File: config.mk
export PLATFORM = sky130hd
export DESIGN_NAME = cam_capture
export DESIGN_NICKNAME = d
export VERILOG_FILES = /design/src/rtl/cam_capture.sv
export SDC_FILE = /design/constraint.sdc
export NUM_CORES = 1
export LEC_CHECK = 0
export ABC_AREA = 1
export CAP_MARGIN = 20
export CORE_MARGIN = 10
export CORE_UTILIZATION = 60
export CTS_CLUSTER_SIZE = 20
export DETAILED_ROUTE_END_ITERATION = 7
export DONT_BUFFER_PORTS = 1
export HOLD_SLACK_MARGIN = 0.08
export PLACE_DENSITY = 0.76
export SLEW_MARGIN = 20
export SYNTH_ARGS = -nofsm -noshare
export SYNTH_HDL_FRONTEND = slang
export SYNTH_SLANG_ARGS = --single-unit
File: constraint.sdc
create_clock -name clk -period 3.5 [get_ports clk]
set_input_delay 0.7 -clock clk [delete_from_list [all_inputs] [get_ports clk]]
set_output_delay 0.7 -clock clk [all_outputs]
set_load 0.02 [all_outputs]
File: src/rtl/cam_capture.sv
// Camera capture stage: packs RGB444 byte pairs from a vsync/href framed stream
// into 12-bit frame-buffer writes. Optional macro CAPTURE_DECIM_EN adds 2:1 horizontal decimation.
module cam_capture #(
  parameter int MEM_DEPTH = 153600
) (
  input  logic        clk,
  input  logic        rst,
  input  logic        capture_en,
  input  logic        cam_vsync,
  input  logic        cam_href,
  input  logic        cam_valid,
  input  logic [7:0]  cam_data,
  output logic        WriteEn,
  output logic [18:0] WriteAdd,
  output logic [11:0] WriteData,
  output logic        frame_done,
  output logic        overflow,
  output logic        busy
);

  localparam logic [18:0] LAST_ADDR = 19'(MEM_DEPTH - 1);

  typedef enum logic [1:0] {IDLE, ARMED, CAPTURE} state_t;

  state_t      state, state_nx;
  logic        vsync_q, href_q;
  logic        phase, phase_nx;
  logic [3:0]  r_lat, r_nx;
  logic [18:0] cnt, cnt_nx;
  logic        full, full_nx;
  logic        ovf_nx;
  logic        we_nx, fd_nx, busy_nx;
  logic [18:0] wa_nx;
  logic [11:0] wd_nx;
  logic        vs_fall, vs_rise, href_fall, byte_ok, keep;
`ifdef CAPTURE_DECIM_EN
  logic        tog, tog_nx;
`endif

  assign vs_fall   = vsync_q & ~cam_vsync;
  assign vs_rise   = ~vsync_q & cam_vsync;
  assign href_fall = href_q & ~cam_href;
  assign byte_ok   = (state == CAPTURE) & cam_valid & cam_href;

  always_ff @(posedge clk or posedge rst) begin
    if (rst) state <= IDLE;
    else     state <= state_nx;
  end

  always_comb begin
    state_nx = state;
    phase_nx = phase;
    r_nx     = r_lat;
    cnt_nx   = cnt;
    full_nx  = full;
    ovf_nx   = overflow;
    we_nx    = 1'b0;
    wa_nx    = WriteAdd;
    wd_nx    = WriteData;
    fd_nx    = 1'b0;
    keep     = 1'b1;
`ifdef CAPTURE_DECIM_EN
    tog_nx   = tog;
`endif
    case (state)
      IDLE: begin
        if (capture_en && cam_vsync) state_nx = ARMED;
      end
      ARMED: begin
        if (!capture_en) state_nx = IDLE;
        else if (vs_fall) begin
          state_nx = CAPTURE;
          cnt_nx   = '0;
          phase_nx = 1'b0;
          ovf_nx   = 1'b0;
          full_nx  = 1'b0;
`ifdef CAPTURE_DECIM_EN
          tog_nx   = 1'b0;
`endif
        end
      end
      CAPTURE: begin
        // realign on line end so an orphan byte never pairs with the next line
        if (href_fall) begin
          phase_nx = 1'b0;
`ifdef CAPTURE_DECIM_EN
          tog_nx   = 1'b0;
`endif
        end
        if (byte_ok) begin
          if (!phase) begin
            r_nx     = cam_data[3:0];
            phase_nx = 1'b1;
          end else begin
            phase_nx = 1'b0;
`ifdef CAPTURE_DECIM_EN
            keep   = ~tog;
            tog_nx = ~tog;
`endif
            if (keep) begin
              if (full) ovf_nx = 1'b1;
              else begin
                we_nx = 1'b1;
                wa_nx = cnt;
                wd_nx = {r_lat, cam_data};
                // counter holds on the last slot; full marks it as consumed
                if (cnt == LAST_ADDR) full_nx = 1'b1;
                else                  cnt_nx  = cnt + 19'd1;
              end
            end
          end
        end
        if (vs_rise) begin
          state_nx = IDLE;
          fd_nx    = 1'b1;
        end
      end
      default: state_nx = IDLE;
    endcase
    busy_nx = (state_nx == CAPTURE);
  end

  always_ff @(posedge clk or posedge rst) begin
    if (rst) begin
      vsync_q    <= 1'b0;
      href_q     <= 1'b0;
      phase      <= 1'b0;
      r_lat      <= '0;
      cnt        <= '0;
      full       <= 1'b0;
      overflow   <= 1'b0;
      WriteEn    <= 1'b0;
      WriteAdd   <= '0;
      WriteData  <= '0;
      frame_done <= 1'b0;
      busy       <= 1'b0;
`ifdef CAPTURE_DECIM_EN
      tog        <= 1'b0;
`endif
    end else begin
      vsync_q    <= cam_vsync;
      href_q     <= cam_href;
      phase      <= phase_nx;
      r_lat      <= r_nx;
      cnt        <= cnt_nx;
      full       <= full_nx;
      overflow   <= ovf_nx;
      WriteEn    <= we_nx;
      WriteAdd   <= wa_nx;
      WriteData  <= wd_nx;
      frame_done <= fd_nx;
      busy       <= busy_nx;
`ifdef CAPTURE_DECIM_EN
      tog        <= tog_nx;
`endif
    end
  end

endmodule
=== After elaboration in Yosys (flattened, before gate mapping) ===
Index checks and enable logic that the tools add are counted.

* Bits in registers: 64
* Input bits: 14
* Output and inout bits: 35
* Word-level logic and storage cells: 78

* Add/sub/neg operators: 1
* Equal/unequal tests: 12
* Multiplexer cells: 33
* Bitwise gates (word level): 10
* Reductions and logical operators: 9

{| class="wikitable"
|+ Operators with widths
! cell !! count
|-
| 19-bit two-way mux || 6
|-
| 19-bit case mux with 2 select lines || 1
|-
| 19-bit by 1-bit adder with 19-bit output, second input constant || 1
|-
| 19-bit by 18-bit == test with 1-bit output, second input constant || 1
|-
| 1-bit two-way mux || 18
|-
| 2-bit != test, second input constant || 7
|-
| 2-bit two-way mux || 4
|-
| 4-bit AND reduction || 2
|-
| 7-bit AND reduction || 1
|-
| 1-bit case mux with 2 select lines || 3
|-
| 2-bit case mux with 3 select lines || 1
|-
| 6-bit AND reduction || 1
|-
| 1-bit AND || 5
|-
| 1-bit inverter || 5
|-
| 5-bit AND reduction || 1
|-
| 2-bit == test, second input constant || 2
|-
| 3-bit != test, second input constant || 1
|-
| 3-bit AND reduction || 1
|-
| 2-bit by 1-bit == test with 1-bit output, second input constant || 1
|-
| 2-bit logical NOT || 1
|-
| 2-bit nonzero test || 1
|-
| 1-bit logical AND || 1
|}

=== Depth between registers and ports, before layout ===
* Depth after elaboration: 6
* Depth in mapped cells: 10
* Mapped depth without buffers: 9

=== Worst setup path before layout ===
OpenSTA, ideal clock, no wires.

* Path kind: input to register
* From: in cam_vsync
* To: reg cnt[14]
* Library setup time: 0.118 ns
* Data arrival time: 1.608 ns
* Data required time: 3.382 ns
* Setup slack: 1.775 ns
* Stages on the path: 7
* Path buffers: 1
* Cells stage by stage: nor2_1 > nand3_1 > a21oi_2 > nand3_4 > buf_6 > nand2_1 > o21ai_2

* Word-level cells in the longest chain between the ends: 4

{| class="wikitable"
|+ Ends and longest elaborated chain
! element !! RTL line !! source
|-
| start: declaration || 9 || <nowiki>input logic cam_vsync,</nowiki>
|-
| 1-bit inverter || 40 || <nowiki>assign vs_fall = vsync_q & ~cam_vsync;</nowiki>
|-
| 1-bit AND || 40 ||
|-
| 2-bit != test (no line) || -- ||
|-
| 7-bit AND reduction (no line) || -- ||
|-
| end signal: assignment || 145 || <nowiki>cnt <= cnt_nx;</nowiki>
|-
| end: declaration || 29 || <nowiki>logic [18:0] cnt, cnt_nx;</nowiki>
|}

No other way between the ends.
A chain may end at the register's enable or synchronous reset.

=== Worst setup path in the final report ===
* From: reg state[0]
* To: reg WriteAdd[12]

* Word-level cells in the longest chain between the ends: 4

{| class="wikitable"
|+ Ends and longest elaborated chain
! element !! RTL line !! source
|-
| start: declaration || 25 || <nowiki>state_t state, state_nx;</nowiki>
|-
| start signal: assignment || 47 || <nowiki>else state <= state_nx;</nowiki>
|-
| 2-bit == test (*) || 43, 65 ||
|-
| 1-bit AND (2 in series) || 43 || <nowiki>assign byte_ok = (state == CAPTURE) & cam_valid & cam_href;</nowiki>
|-
| 4-bit AND reduction (no line) (*) || -- ||
|-
| end signal: assignment || 149 || <nowiki>WriteAdd <= wa_nx;</nowiki>
|-
| end: declaration || 14 || <nowiki>output logic [18:0] WriteAdd,</nowiki>
|}

Every way passes the cells marked *; elsewhere a longest branch is shown, timed or not.

==> qor.yml <==
status: "complete, no violations"
crit_family: "simple AND/OR/NAND/NOR gates"
synth_flop_cell: "dfrtp_1"
netlist_instances: 379
die-area_sq_um: 8380
cpMaxStageDelayCell: "nor3_4"
io_pins: 49
first_global_vias: 2221
worstSetupPathType: "register to register"
postCtsHoldBufs: 0
start_kind: "register"
ys_ff_latch: 64
place_congestion: 0.896
cts_buffers: 9
detail_route.first_pass.iterations: 5
drt-initial-drc-count: 186
ctsResizeCount: 0
cts_root_buffer: "clkbuf_8"
grt_setup_unrepaired: "false"
die_h_um: 91.5
wl_um: 6690
grt_max_degree: 49
synth_cell_types: 23
via_per_inst: 5.26
async_reset_ff_share_pct: 100
dp_hpwl_um: 4820
hp-class: "primary input to asynchronous set/reset pin"
p_leak_uw: 0.00157
p_total_uw: 1570
cts.path.max_buffers: 2
antenna_found_initial: 0
skew_ns: 0.00917
nets: 397
row_count: 25
critPathMaxFanout: 48
area_growth_pct: 6.89
worst-path-buf-inv: 1
vias: 2387
grt_pass1_wl_um: 11200
wire_per_inst_um: 14.7
cts_tree: "built"
htreeDepth: 3
min_period_over_period_pct: 65.8
synth_fp_nets: 394
fillCellCount: 419
cap_violations: 0
yosysWarnings: 0
cp_cell_sequence: "nor2_4, nand3_4, nor3_4, inv_2, nand2_1, o21ai_0"
clock_sinks: 64
r2r_cells: 6
worstMarginPinSlew_ns: 0.725
fmax_mhz: 434
final_antenna_net_count: 0
insertion_delay_ns: 0.34
clk_pin_slew_worst_paths_ns: 0.07
powerDensity_nw_per_um2: 478
period_needed_ns: 2.30
cpPeakStageDelay_ns: 0.56
initial_core_util_pct: 63.3
n_antenna_cell: 0
core-area_sq_um: 4850
die_w_um: 91.5
synth_area_per_cell_sq_um: 8.10
port-buffer-count: 0
drc_errors: 0
grt-ovfl-total: 0
final_layout_size_suffix_gt1_share_pct: 9.56
ir_worst_vdd_mv: 0.251
hold_violations: 0
drv_slew: 0
synth_seq_area_share_pct: 52.2
r2r_setup_slack_ns: 1.20
synth_edf_count: 0
crit_required_ns: 3.69
postCtsSetupBuffers: 0
r2r-start: "state[0]"
cp-end-kind: "register"
cp.arrival_ns: 2.50
setup_tns_ns: 0
r2r_end: "WriteAdd[12]"
setup_viol: 0
syn-cell-area_sq_um: 3070
slew_headroom_pct: 51.6
globalRouteTotalUtil_pct: 16.6
cells in the mapped netlist (2+ instances only):
| master | n | area (sq um) |
|---|---|---|
| a21oi_1 | 2 | 10.0 |
| inv_1 | 33 | 124 |
| a22oi_1 | 2 | 15.0 |
| nor2_1 | 43 | 161 |
| xor2_1 | 8 | 70.1 |
| nand3_1 | 17 | 85.1 |
| dfrtp_1 | 64 | 1600 |
| o21ai_2 | 11 | 96.3 |
| o21ai_0 | 21 | 105 |
| nor3_1 | 5 | 25.0 |
| inv_2 | 2 | 7.51 |
| nand4_1 | 2 | 12.5 |
| buf_6 | 6 | 67.6 |
| nand3_4 | 2 | 35.0 |
| nand2_1 | 151 | 567 |
| clkbuf_1 | 2 | 7.51 |
| buf_2 | 2 | 10.0 |
final cells by class:
| class | instances | area (sq um) | area share, % |
|---|---|---|---|
| multi-input cells | 270 | 1250 | 38.1 |
| repair buffers | 2 | 15.0 | 0.458 |
| clock buffers | 11 | 141 | 4.31 |
| clock inverters | 5 | 56.3 | 1.72 |
| well taps | 67 | 83.8 | 2.56 |
| inverters | 35 | 131 | 4.00 |
| flip-flops and latches | 64 | 1600 | 48.8 |
cell usage in the layout (no fill, tap or decap), drive strengths merged:
| master | synthesis | layout |
|---|---|---|
| nor3 | 6 | 6 |
| a21oi | 3 | 3 |
| clkinv | 0 | 3 |
| nand4 | 2 | 2 |
| bufinv | 0 | 1 |
| nand2 | 151 | 151 |
| clkbuf | 2 | 11 |
| buf | 8 | 2 |
| nand3 | 20 | 20 |
| ha | 1 | 1 |
| nor2 | 44 | 44 |
| inv | 35 | 35 |
| mux2i | 1 | 1 |
| a22oi | 2 | 2 |
| dfrtp | 64 | 64 |
| o21ai | 32 | 32 |
| clkinvlp | 0 | 1 |
| xor2 | 8 | 8 |
flip-flops by register name, indices dropped and copies added, names as in the netlist, 2 cells and up:
signal	count
WriteAdd	19
cnt	19
WriteData	12
r_lat	4
state	2
power by group:
part	internal (uW)	switching, uW
Combinational	27.2	54.8
Sequential	789	66.2
Clock	347	284
Total	1160	405
cells by family after synthesis:
logic type / count (synthesis) / share of synthesized area [%]
muxes: 1 / 0.326
AOI/OAI and AO/OA: 37 / 7.66
DFF: 64 / 52.2
buffers and inverters: 45 / 7.05
and+or+nand+nor: 223 / 30.1
adders and majority gates: 1 / 0.408
xor gates and xnor gates: 8 / 2.28
worst max path at each step:
stage | cells after the start | slack (ns) | start | end
after global placement | 6 | 1.35 | state[0] | WriteAdd[0]
after detailed placement | 6 | 1.19 | state[0] | WriteAdd[12]
after CTS | 6 | 1.17 | state[0] | WriteAdd[12]
after global routing | 6 | 0.92 | state[0] | WriteAdd[12]
final | 6 | 1.20 | state[0] | WriteAdd[12]
after floorplan | 1 | 1.20 | rst | WriteAdd[0]
stage by stage:
step	hold slack [ns]	worst slack, ns	std cells	cell area, sq um	util (%)
finish	0.165	1.20	454	3280	67.7
global route	0.164	0.917	454	3280	67.7
CTS	0.164	1.17	454	3280	67.7
detailed placement	0.423	1.19	438	3080	63.6
global placement	0.414	1.35	438	3080	63.6
floorplan	0.408	1.20	379	3070	-
layer usage:
| metal | up-vias | part of all wire (%) | global-route usage, % |
|---|---|---|---|
| met1 | 1094 | 45 | 21.4 |
| li1 | 1189 | - | - |
| met2 | 94 | 43 | 24.2 |
| met3 | 10 | 10 | 7.00 |
| met4 | 0 | 1.6 | 6.01 |
| met5 | - | 0 | 0 |
Power figures use the tool's default switching activity.
==> RTL change: new RTL, config.mk and constraints unchanged <==
One comparison of `cnt` changes from == to >=.
--- a/src/rtl/cam_capture.sv
+++ b/src/rtl/cam_capture.sv
@@ -105,5 +105,5 @@
                 wd_nx = {r_lat, cam_data};
                 // counter holds on the last slot; full marks it as consumed
-                if (cnt == LAST_ADDR) full_nx = 1'b1;
+                if (cnt >= LAST_ADDR) full_nx = 1'b1;
                 else                  cnt_nx  = cnt + 19'd1;
               end
Behaviour: no difference found for any inputs over 10 cycles, from zero or initial values and one cycle with rst high; that may be too few to reach the edited logic, so the function may still have changed.
==> RTL change against the original RTL <==
Sequential power down 6.3%; synthesized area fell by 0.57%; sequential share of layout area is 0.21 points higher; critical path depth up 2; global-route usage is 0.97 points higher; sequential cell count stayed put; power fell by 1.6%; worst setup slack better by 0.31 ns; routed wire length rose by 5.6%; cell area decreased by 0.42%; fmax is 15% higher; critical path type unchanged; largest cell class unchanged; highest routed layer unchanged.
==> RTL change: results (changes against the original RTL) <==
Cts repair resizes - 0 (unchanged)
Status - finished, final reports clean
Min-delay worst type - in -> reg
Compound-Gate Fraction of Synth Area - 7.34% (-0.33 points)
Primary FF master, synth - dfrtp_1
Synth unique cells - 27 (+17%)
H-Tree Depth - 3 (unchanged)
GR Util All Layers - 17.5% (+0.97 points)
First-pass GRT wire length - 11900 um (+6.7%)
Hold Path End - vsync_q
Top Registers - WriteAdd (19), cnt (19), WriteData (12)
FF-to-FF End - cnt[16]
Clk root buf - clkbuf_8
Syn nets - 403 (+2.3%)
# port buffers - 0 (unchanged)
Area contributors post-synth - dfrtp_1 (52%), nand2_1 (17%), o21ai_0 (5.1%), nand3_1 (4.9%), inv_1 (4.7%)
Top-count cell post-synth - nand2_1
DR vias/cell - 5.29 (+0.69%)
Synth top cells by count - nand2_1 (136), dfrtp_1 (64), inv_1 (38), nor2_1 (35), o21ai_0 (31)
Ys async rst share - 100% (unchanged)
Ys Warns - 0 (unchanged)
DRT Pass-1 Iters - 5 (unchanged)
Clk_skew - 0.00652 ns (-0.00264 ns)
Xor-xnor portion of the synthesized cell area - 0.287% (-2.0 points)
CP arrival - 2.23 ns (-0.27 ns)
Post-CTS setup buffer count - 0 (unchanged)
Initial antenna violation count - 0 (unchanged)
Average wire per standard cell - 15.4 um (+4.5%)
Largest net degree at the start of global routing - 47 (-4.1%)
Diode count - 0 (unchanged)
Mux cell area share after synthesis - 0% (-0.33 points)
Place WS - 1.47 ns (+0.280 ns)
Slew of the pin with the lowest slew margin - 0.914 ns (+0.189 ns)
R2R cell count - 8 (+2)
Clk_lat worst skew - 0.34 ns (about the same)
Final HPWL DP - 5080 um (+5.5%)
Worst-path maximum fanout - 20 (-58%)
Clock-pin slew on the worst setup and hold paths - 0.07 ns (about the same)
Maximum vdd drop - 0.277 mV (+11%)
CTS Buf Count - 9 (unchanged)
CP startpoint - state[0]
Adder-cell share of the synthesized area - 0.410% (+0.0023 points)
Hold Crit Depth - 0
Worst hold start - cam_vsync
Share of cells above drive strength 1 - 8.67% (-0.89 points)
Register area share after synthesis - 52.5% (+0.30 points)
Vias in the first global route - 2352 (+5.9%)
DRT iter0 DRCs - 194 (+4.3%)
Lkg Pwr - 1.61 nW (+2.4%)
Minimum clock period - 1.99 ns (-0.309 ns)
GP Congestion - 0.927 (+3.5%)
Maximum clock insertion buffer count - 2 (unchanged)
==> RTL change: changes by cell type in the layout (fill, tap and decap cells not counted), moves of 3 or more <==
cell,unedited run,this run
nor2_2,0,3
o21ai_1,0,4
nand2_1,151,136
o21ai_2,11,0
nand3_1,17,30
nor2_1,43,35
a21oi_1,2,5
o21ai_0,21,31
xor2_1,8,1
inv_1,32,37
==> RTL change: report_power, final <==
group / internal, mW / leakage, nW / switching [mW] / total, mW
Clock: 0.341 / 0.0989 / 0.280 / 0.620
Sequential: 0.773 / 0.877 / 0.0288 / 0.801
Combinational: 0.0332 / 0.632 / 0.0875 / 0.121
Total: 1.15 / 1.61 / 0.396 / 1.54
==> RTL change: layer usage <==
layer  global-route usage, %  vias up  share of wire [%]
met5                       0        -                  0
met2                    26.4      108                 43
met4                    4.70        0                1.0
met1                    22.9     1102                 44
li1                        -     1212                  -
met3                    7.16        8                 12
==> RTL change: worst max-delay path by stage <==
stage,end
after floorplan,WriteAdd[0]
after global placement,cnt[17]
after detailed placement,cnt[16]
after CTS,cnt[16]
after global routing,cnt[8]
final,cnt[16]
==> RTL change: cell families after synthesis <==
family | Yosys count
compound gates | 43
xor+xnor | 1
buf+inv | 53
flops | 64
simple gates | 226
fa+ha+maj | 1
==> RTL change: metrics by stage <==
stage          std cells  instance area, sq um  hold slack (ns)  power [mW]
6_report             459                  3270            0.381        1.54
5_1_grt              459                  3270            0.369        1.61
4_1_cts              459                  3270            0.380        1.55
3_5_place_dp         444                  3080            0.468       0.936
3_3_place_gp         444                  3080            0.456       0.932
2_1_floorplan        388                  3050            0.442       0.912
==> RTL change: critical path: stages, from the launching register on <==
cell and delay [ns]:
dfrtp_1 0.40, nor2_1 0.53, nand2_1 0.14, nand3_2 0.14
nor2_2 0.06, nand2_4 0.19, nand2_4 0.21, nand2_1 0.14
nand2_1 0.06
==> RTL change: layout make-up <==
| cell class | instances | area (sq um) |
|---|---|---|
| repair buffers | 3 | 22.5 |
| clock buffers | 11 | 141 |
| well taps | 67 | 83.8 |
| inverters | 39 | 146 |
| fillers | 413 | 1550 |
| flip-flops and latches | 64 | 1600 |
| clock inverters | 4 | 45.0 |
| multi-input cells | 271 | 1230 |
